$ cat config.mk
export PLATFORM = sky130hd
export DESIGN_NAME = matrix_key_scanner
export DESIGN_NICKNAME = d
export VERILOG_FILES = /design/src/rtl/matrix_key_scanner.sv
export SDC_FILE = /design/constraint.sdc
export NUM_CORES = 1
export LEC_CHECK = 0
export ABC_AREA = 0
export CORE_MARGIN = 2
export CORE_UTILIZATION = 45
export CTS_BUF_LIST = sky130_fd_sc_hd__clkbuf_4
export CTS_CLUSTER_DIAMETER = 30
export CTS_CLUSTER_SIZE = 8
export DETAILED_ROUTE_END_ITERATION = 16
export PLACE_DENSITY_LB_ADDON = 0.05
export SYNTH_ARGS = -nofsm -noshare
export SYNTH_HDL_FRONTEND = slang
export SYNTH_SLANG_ARGS = --single-unit
$ cat constraint.sdc
create_clock -name clk -period 5.49 [get_ports clk]
set_input_delay 1.647 -clock clk [delete_from_list [all_inputs] [get_ports clk]]
set_output_delay 1.647 -clock clk [all_outputs]
set_load 0.02 [all_outputs]
$ cat src/rtl/matrix_key_scanner.sv
// matrix_key_scanner: column-scanned key matrix with per-key debounce counters.
// Define KEY_EVENT_FIFO_EN to build the press/release event FIFO and overflow flag.
module matrix_key_scanner #(
  parameter int ROWS           = 4,
  parameter int COLS           = 4,
  parameter int SETTLE_CYC     = 8,
  parameter int DEBOUNCE_SCANS = 3,
  parameter int FIFO_DEPTH     = 4
) (
  input  logic                          clk,
  input  logic                          rst,
  input  logic [ROWS-1:0]               row,
  output logic [COLS-1:0]               col,
  output logic [ROWS*COLS-1:0]          keys,
  output logic                          evt_valid,
  input  logic                          evt_ready,
  output logic [$clog2(ROWS*COLS)-1:0]  evt_code,
  output logic                          evt_press,
  output logic                          ovf,
  input  logic                          ovf_clr
);
  localparam int N  = ROWS * COLS;
  localparam int KW = $clog2(N);
  localparam int CW = $clog2(COLS);
  localparam int SW = $clog2(SETTLE_CYC);
  typedef enum logic [1:0] {IDLE, DRIVE, UPDATE} state_t;
  state_t          r_state;
  logic [CW-1:0]   r_c;
  logic [SW-1:0]   r_set;
  logic [KW-1:0]   r_k;
  logic [N-1:0]    r_raw;
  logic [N-1:0]    r_keys;
  logic [3:0]      r_cnt [N];
  logic [COLS-1:0] r_col;
  logic            w_flip;
  // the key under r_k toggles when this disagreeing scan completes its debounce run
  assign w_flip = (r_state == UPDATE) && (r_raw[r_k] != r_keys[r_k]) &&
                  (r_cnt[r_k] == 4'(DEBOUNCE_SCANS - 1));
  assign col  = r_col;
  assign keys = r_keys;
  always_ff @(posedge clk or negedge rst)
    if (!rst) begin
      r_state <= IDLE;
      r_c     <= '0;
      r_set   <= '0;
      r_k     <= '0;
      r_raw   <= '0;
      r_keys  <= '0;
      r_col   <= '1;
      for (int i = 0; i < N; i++) r_cnt[i] <= '0;
    end else begin
      case (r_state)
        IDLE: begin
          r_state <= DRIVE;
          r_col   <= {{(COLS-1){1'b1}}, 1'b0};
          r_c     <= '0;
          r_set   <= '0;
        end
        DRIVE:
          if (r_set == SW'(SETTLE_CYC - 1)) begin
            r_set                  <= '0;
            r_raw[r_c*ROWS +: ROWS] <= ~row;
            if (r_c == CW'(COLS - 1)) begin
              r_col   <= '1;
              r_state <= UPDATE;
              r_k     <= '0;
            end else begin
              r_col <= {r_col[COLS-2:0], 1'b1};
              r_c   <= r_c + 1'b1;
            end
          end else r_set <= r_set + 1'b1;
        default: begin
          r_cnt[r_k] <= (r_raw[r_k] == r_keys[r_k] || w_flip) ? 4'd0 : r_cnt[r_k] + 4'd1;
          if (w_flip) r_keys[r_k] <= ~r_keys[r_k];
          if (r_k == KW'(N - 1)) r_state <= IDLE;
          else r_k <= r_k + 1'b1;
        end
      endcase
    end
`ifdef KEY_EVENT_FIFO_EN
  localparam int PW = $clog2(FIFO_DEPTH);
  localparam int FW = PW + 1;
  logic [KW:0]   r_mem [FIFO_DEPTH];
  logic [PW-1:0] r_wr;
  logic [PW-1:0] r_rd;
  logic [FW-1:0] r_fill;
  logic          r_ovf;
  logic          w_pop;
  logic          w_full;
  logic          w_push;
  logic          w_drop;
  assign w_pop  = evt_valid && evt_ready;
  assign w_full = r_fill == FW'(FIFO_DEPTH);
  // a pop in the same cycle frees the slot a full FIFO needs
  assign w_push = w_flip && (!w_full || w_pop);
  assign w_drop = w_flip && w_full && !w_pop;
  always_ff @(posedge clk or negedge rst)
    if (!rst) begin
      r_wr   <= '0;
      r_rd   <= '0;
      r_fill <= '0;
      r_ovf  <= 1'b0;
      for (int i = 0; i < FIFO_DEPTH; i++) r_mem[i] <= '0;
    end else begin
      if (w_push) begin
        r_mem[r_wr] <= {r_k, ~r_keys[r_k]};
        r_wr        <= r_wr + 1'b1;
      end
      if (w_pop) r_rd <= r_rd + 1'b1;
      r_fill <= r_fill + FW'(w_push) - FW'(w_pop);
      r_ovf  <= w_drop || (r_ovf && !ovf_clr);
    end
  assign evt_valid             = r_fill != '0;
  assign {evt_code, evt_press} = r_mem[r_rd];
  assign ovf                   = r_ovf;
`else
  logic w_unused;
  assign w_unused  = &{1'b0, evt_ready, ovf_clr, FIFO_DEPTH[0]};
  assign evt_valid = 1'b0;
  assign evt_code  = '0;
  assign evt_press = 1'b0;
  assign ovf       = 1'b0;
`endif
endmodule
==> impl_metrics.py <==
metrics = {
    "outcome": {
        "status": "finished, final reports clean",
    },
    "setup_path": {
        "critPathKind": "flop to flop",
        "r2r_setup_slack_ns": 1.49,
        "critPathCaptureType": "flop",
        "cp.required_ns": 5.88,
        "crit_slowest_cell": "mux4_1",
        "crit_path_start_kind": "flop",
        "rr_endpoint": "r_cnt[23]$_DFFE_PN0P_",
        "cp_num_buf_inv": 1,
        "r2r.worst_path.cells": 11,
        "crit_family": "simple AND/OR/NAND/NOR gates",
        "worstPathCellList": "buf_12 -> mux4_1 -> a22oi_1 -> nand2_1 -> ha_1 -> nand2_1 -> nor3b_1 -> a22oi_1 -> nand2b_1 -> nand2b_1 -> o31ai_1",
        "critPathMaxStageDelay_ns": 0.59,
        "r2r-start": "r_k[0]$_DFFE_PN0P_",
        "worstPathArrival_ns": 4.39,
        "critPathMaxFanout": 23,
    },
    "global_route": {
        "grt-ovfl-total": 0,
        "antenna_found_initial": 0,
        "grt_pass1_vias": 3741,
        "grt_pass1_wl_mm": 20.2,
        "grt_max_degree": 70,
        "grt_usage_pct": 19.9,
    },
    "synth": {
        "yosysUniqueCellTypes": 48,
        "yosys.area.top_type": "dfrtp_1",
        "syn_avg_cell_area_um2": 11.0,
        "ys.flop_type": "dfrtp_1",
        "ys_seq_area_share_pct": 49.6,
        "syn_area_um2": 5610,
        "postSynth.asyncResetShare_pct": 100,
        "synthTopCellsByArea": "dfrtp_1 (48%), nand2_1 (7.4%), mux4_2 (5.6%)",
        "postSynthCellCount": 509,
        "yosys_register_bits": 111,
        "yosysWarnings": 0,
        "synth_edf_count": 0,
        "yosysTopAreaCellShare_pct": 47.7,
    },
    "floorplanning": {
        "die_w_um": 116,
        "initial_core_util_pct": 46.4,
        "core.rowCount": 40,
        "pin_count": 35,
        "coreArea_um2": 12100,
        "fp.dieH_um": 116,
        "dieArea_um2": 13400,
    },
    "cells_and_area": {
        "syn_to_final_growth_pct": 7.87,
        "n_antenna_cell": 0,
        "stdcell_count": 692,
        "finalNetCount": 541,
        "fillCellCount": 1136,
        "multi_input_area_um2": 2580,
        "regArea_um2": 2780,
        "drive_gt1_share_pct": 14.7,
    },
    "hold_path": {
        "hold_path_class": "flop to flop",
        "min_from": "r_raw[11]$_DFFE_PN0P_",
        "hold_depth": 2,
        "hold_path_end": "r_raw[11]$_DFFE_PN0P_",
    },
    "clock_network": {
        "htreeDepth": 3,
        "cts_inserted_buffers": 9,
        "clock-sinks": 111,
        "cts_resized": 0,
        "cts_tree": "built",
        "post_cts_buffers": 0,
        "clk_pin_slew_worst_paths_ns": 0.16,
        "clockBufferDepth": 2,
        "holdBufCountCts": 0,
        "clkLatencyLatePin_ns": 0.49,
        "ctsRootBufferMaster": "clkbuf_4",
    },
    "routing": {
        "num_vias": 3728,
        "wl_mm": 12.1,
        "drtAntennaViolNets": 0,
        "drcViolationCount": 0,
        "drt_iter0_markers": 173,
        "drt_first_pass_iters": 4,
        "viasPerCell": 5.39,
        "wl_per_cell_um": 17.4,
    },
    "placement": {
        "portBuffers": 25,
        "place_congestion": 0.805,
        "dpl.hpwl_mm": 8.02,
        "pre_cts_slack_ns": 1.57,
        "dp_cells": 676,
    },
    "timing": {
        "finClkSkew_ns": 0.0175,
        "slew_viol_final": 0,
        "relSlewSlack_pct": 30.3,
        "worstMarginPinSlew_ns": 1.04,
        "setup_ws_ns": 1.49,
        "hold_violations": 0,
        "fmax_mhz": 250,
        "min_period_ns": 4.00,
        "finalSetupViolCount": 0,
        "rsz0062_at_grt": "no",
        "timing.hold.ws_ns": 0.488,
        "fin_setup_tns_ns": 0,
        "min_period_over_period_pct": 72.9,
    },
    "flow_run": {
        "cap_violations": 0,
    },
    "power": {
        "max-vdd-ir-drop_mv": 0.147,
        "p_leak_nw": 2.69,
        "p_per_area_nw_per_um2": 215,
    },
}
cell usage after synthesis, types with 2 or more instances:
| library cell | count |
|---|---|
| buf_1 | 4 |
| nor3_1 | 17 |
| mux2i_1 | 9 |
| buf_12 | 2 |
| buf_2 | 7 |
| o21ai_1 | 3 |
| a21oi_1 | 6 |
| inv_1 | 5 |
| mux4_2 | 14 |
| nand3_1 | 17 |
| clkbuf_1 | 13 |
| nand2b_1 | 3 |
| nand2_1 | 110 |
| or3_1 | 3 |
| o21ai_2 | 10 |
| a22o_1 | 7 |
| dfstp_2 | 4 |
| ha_1 | 14 |
| or3b_4 | 2 |
| a21o_1 | 2 |
| and2_1 | 3 |
| o22ai_1 | 3 |
| mux4_1 | 8 |
| xor2_1 | 3 |
| o21ai_0 | 40 |
| buf_4 | 10 |
| dfrtp_1 | 107 |
| nor2b_1 | 6 |
| inv_2 | 2 |
| a22oi_1 | 5 |
| o31ai_1 | 32 |
| nor2_1 | 3 |
| mux2_2 | 17 |
| clkbuf_2 | 2 |
| buf_6 | 2 |
| nor3b_1 | 2 |
per-layer routing:
metal / wire, um / track usage (%) / up-vias
li1: - / - / 1834
met1: 5950 / 28.6 / 1824
met2: 5620 / 30.9 / 53
met3: 335 / 4.71 / 17
met4: 160 / 5.00 / 0
met5: 0 / 0 / -
how the worst max path moves through the flow:
stage	from	endpoint	slack [ns]	cells past startpoint
after global routing	r_k[0]$_DFFE_PN0P_	r_cnt[59]$_DFFE_PN0P_	1.16	11
after CTS	r_k[0]$_DFFE_PN0P_	r_cnt[19]$_DFFE_PN0P_	1.51	11
after detailed placement	r_k[0]$_DFFE_PN0P_	r_cnt[7]$_DFFE_PN0P_	1.57	11
after floorplan	r_k[0]$_DFFE_PN0P_	keys[10]$_DFFE_PN0P_	2.12	15
final	r_k[0]$_DFFE_PN0P_	r_cnt[23]$_DFFE_PN0P_	1.49	11
after global placement	r_k[0]$_DFFE_PN0P_	r_cnt[63]$_DFFE_PN0P_	1.63	11
layout make-up:
cell class,instances,share of cell area [%]
Sequential cell,111,46.0
Multi-Input combinational cell,357,42.6
Timing Repair Buffer,33,5.29
Tap cell,168,3.47
Clock buffer,10,1.24
Clock inverter,6,0.992
Inverter,7,0.434
power breakdown:
part           internal [W]  switching (W)   total, W
Sequential         0.000830     0.00000574   0.000836
Clock              0.000143       0.000266   0.000409
Combinational     0.0000172      0.0000398  0.0000570
Total              0.000990       0.000312    0.00130
worst register-to-register path, cell delays in order (launching register included):
cell      delay (ns)
dfrtp_1         0.51
buf_12          0.26
mux4_1          0.60
a22oi_1         0.27
nand2_1         0.16
ha_1            0.21
nand2_1         0.08
nor3b_1         0.08
a22oi_1         0.24
nand2b_1        0.56
nand2b_1        0.55
o31ai_1         0.40
registers in the layout (all words and copies together) (netlist names):
name / cells
r_raw: 16
r_set: 3
r_k: 4
r_state: 2
r_cnt: 64
col: 4
r_c: 2
keys: 16
cells by family after synthesis:
family | synth area share [%]
AOI/OAI and AO/OA | 13.5
buffers and inverters | 4.86
xor gates and xnor gates | 0.758
other | 0.0668
DFF | 49.6
adders and majority gates | 3.12
muxes | 14.4
and+or+nand+nor | 13.8
stage by stage:
step	cell area [um^2]	total power (W)	util [%]
global placement	5920	0.000907	48.9
finish	6060	0.00130	50.0
detailed placement	5920	0.000910	48.9
global route	6060	0.00137	50.0
floorplan	5640	0.000885	-
CTS	6060	0.00133	50.0
cells in the final DEF, fill, tap and decap left out, types with 9 or more instances in the layout:
cell type          n
nor3_1            17
ha_1              14
dfrtp_1          107
nand3_1           17
nand2_1          110
o21ai_2           10
o31ai_1           32
mux4_2            14
mux2_2            17
clkdlybuf4s50_1   24
clkbuf_4          10
mux2i_1            9
o21ai_0           40
(Power assumes the default switching activity.)
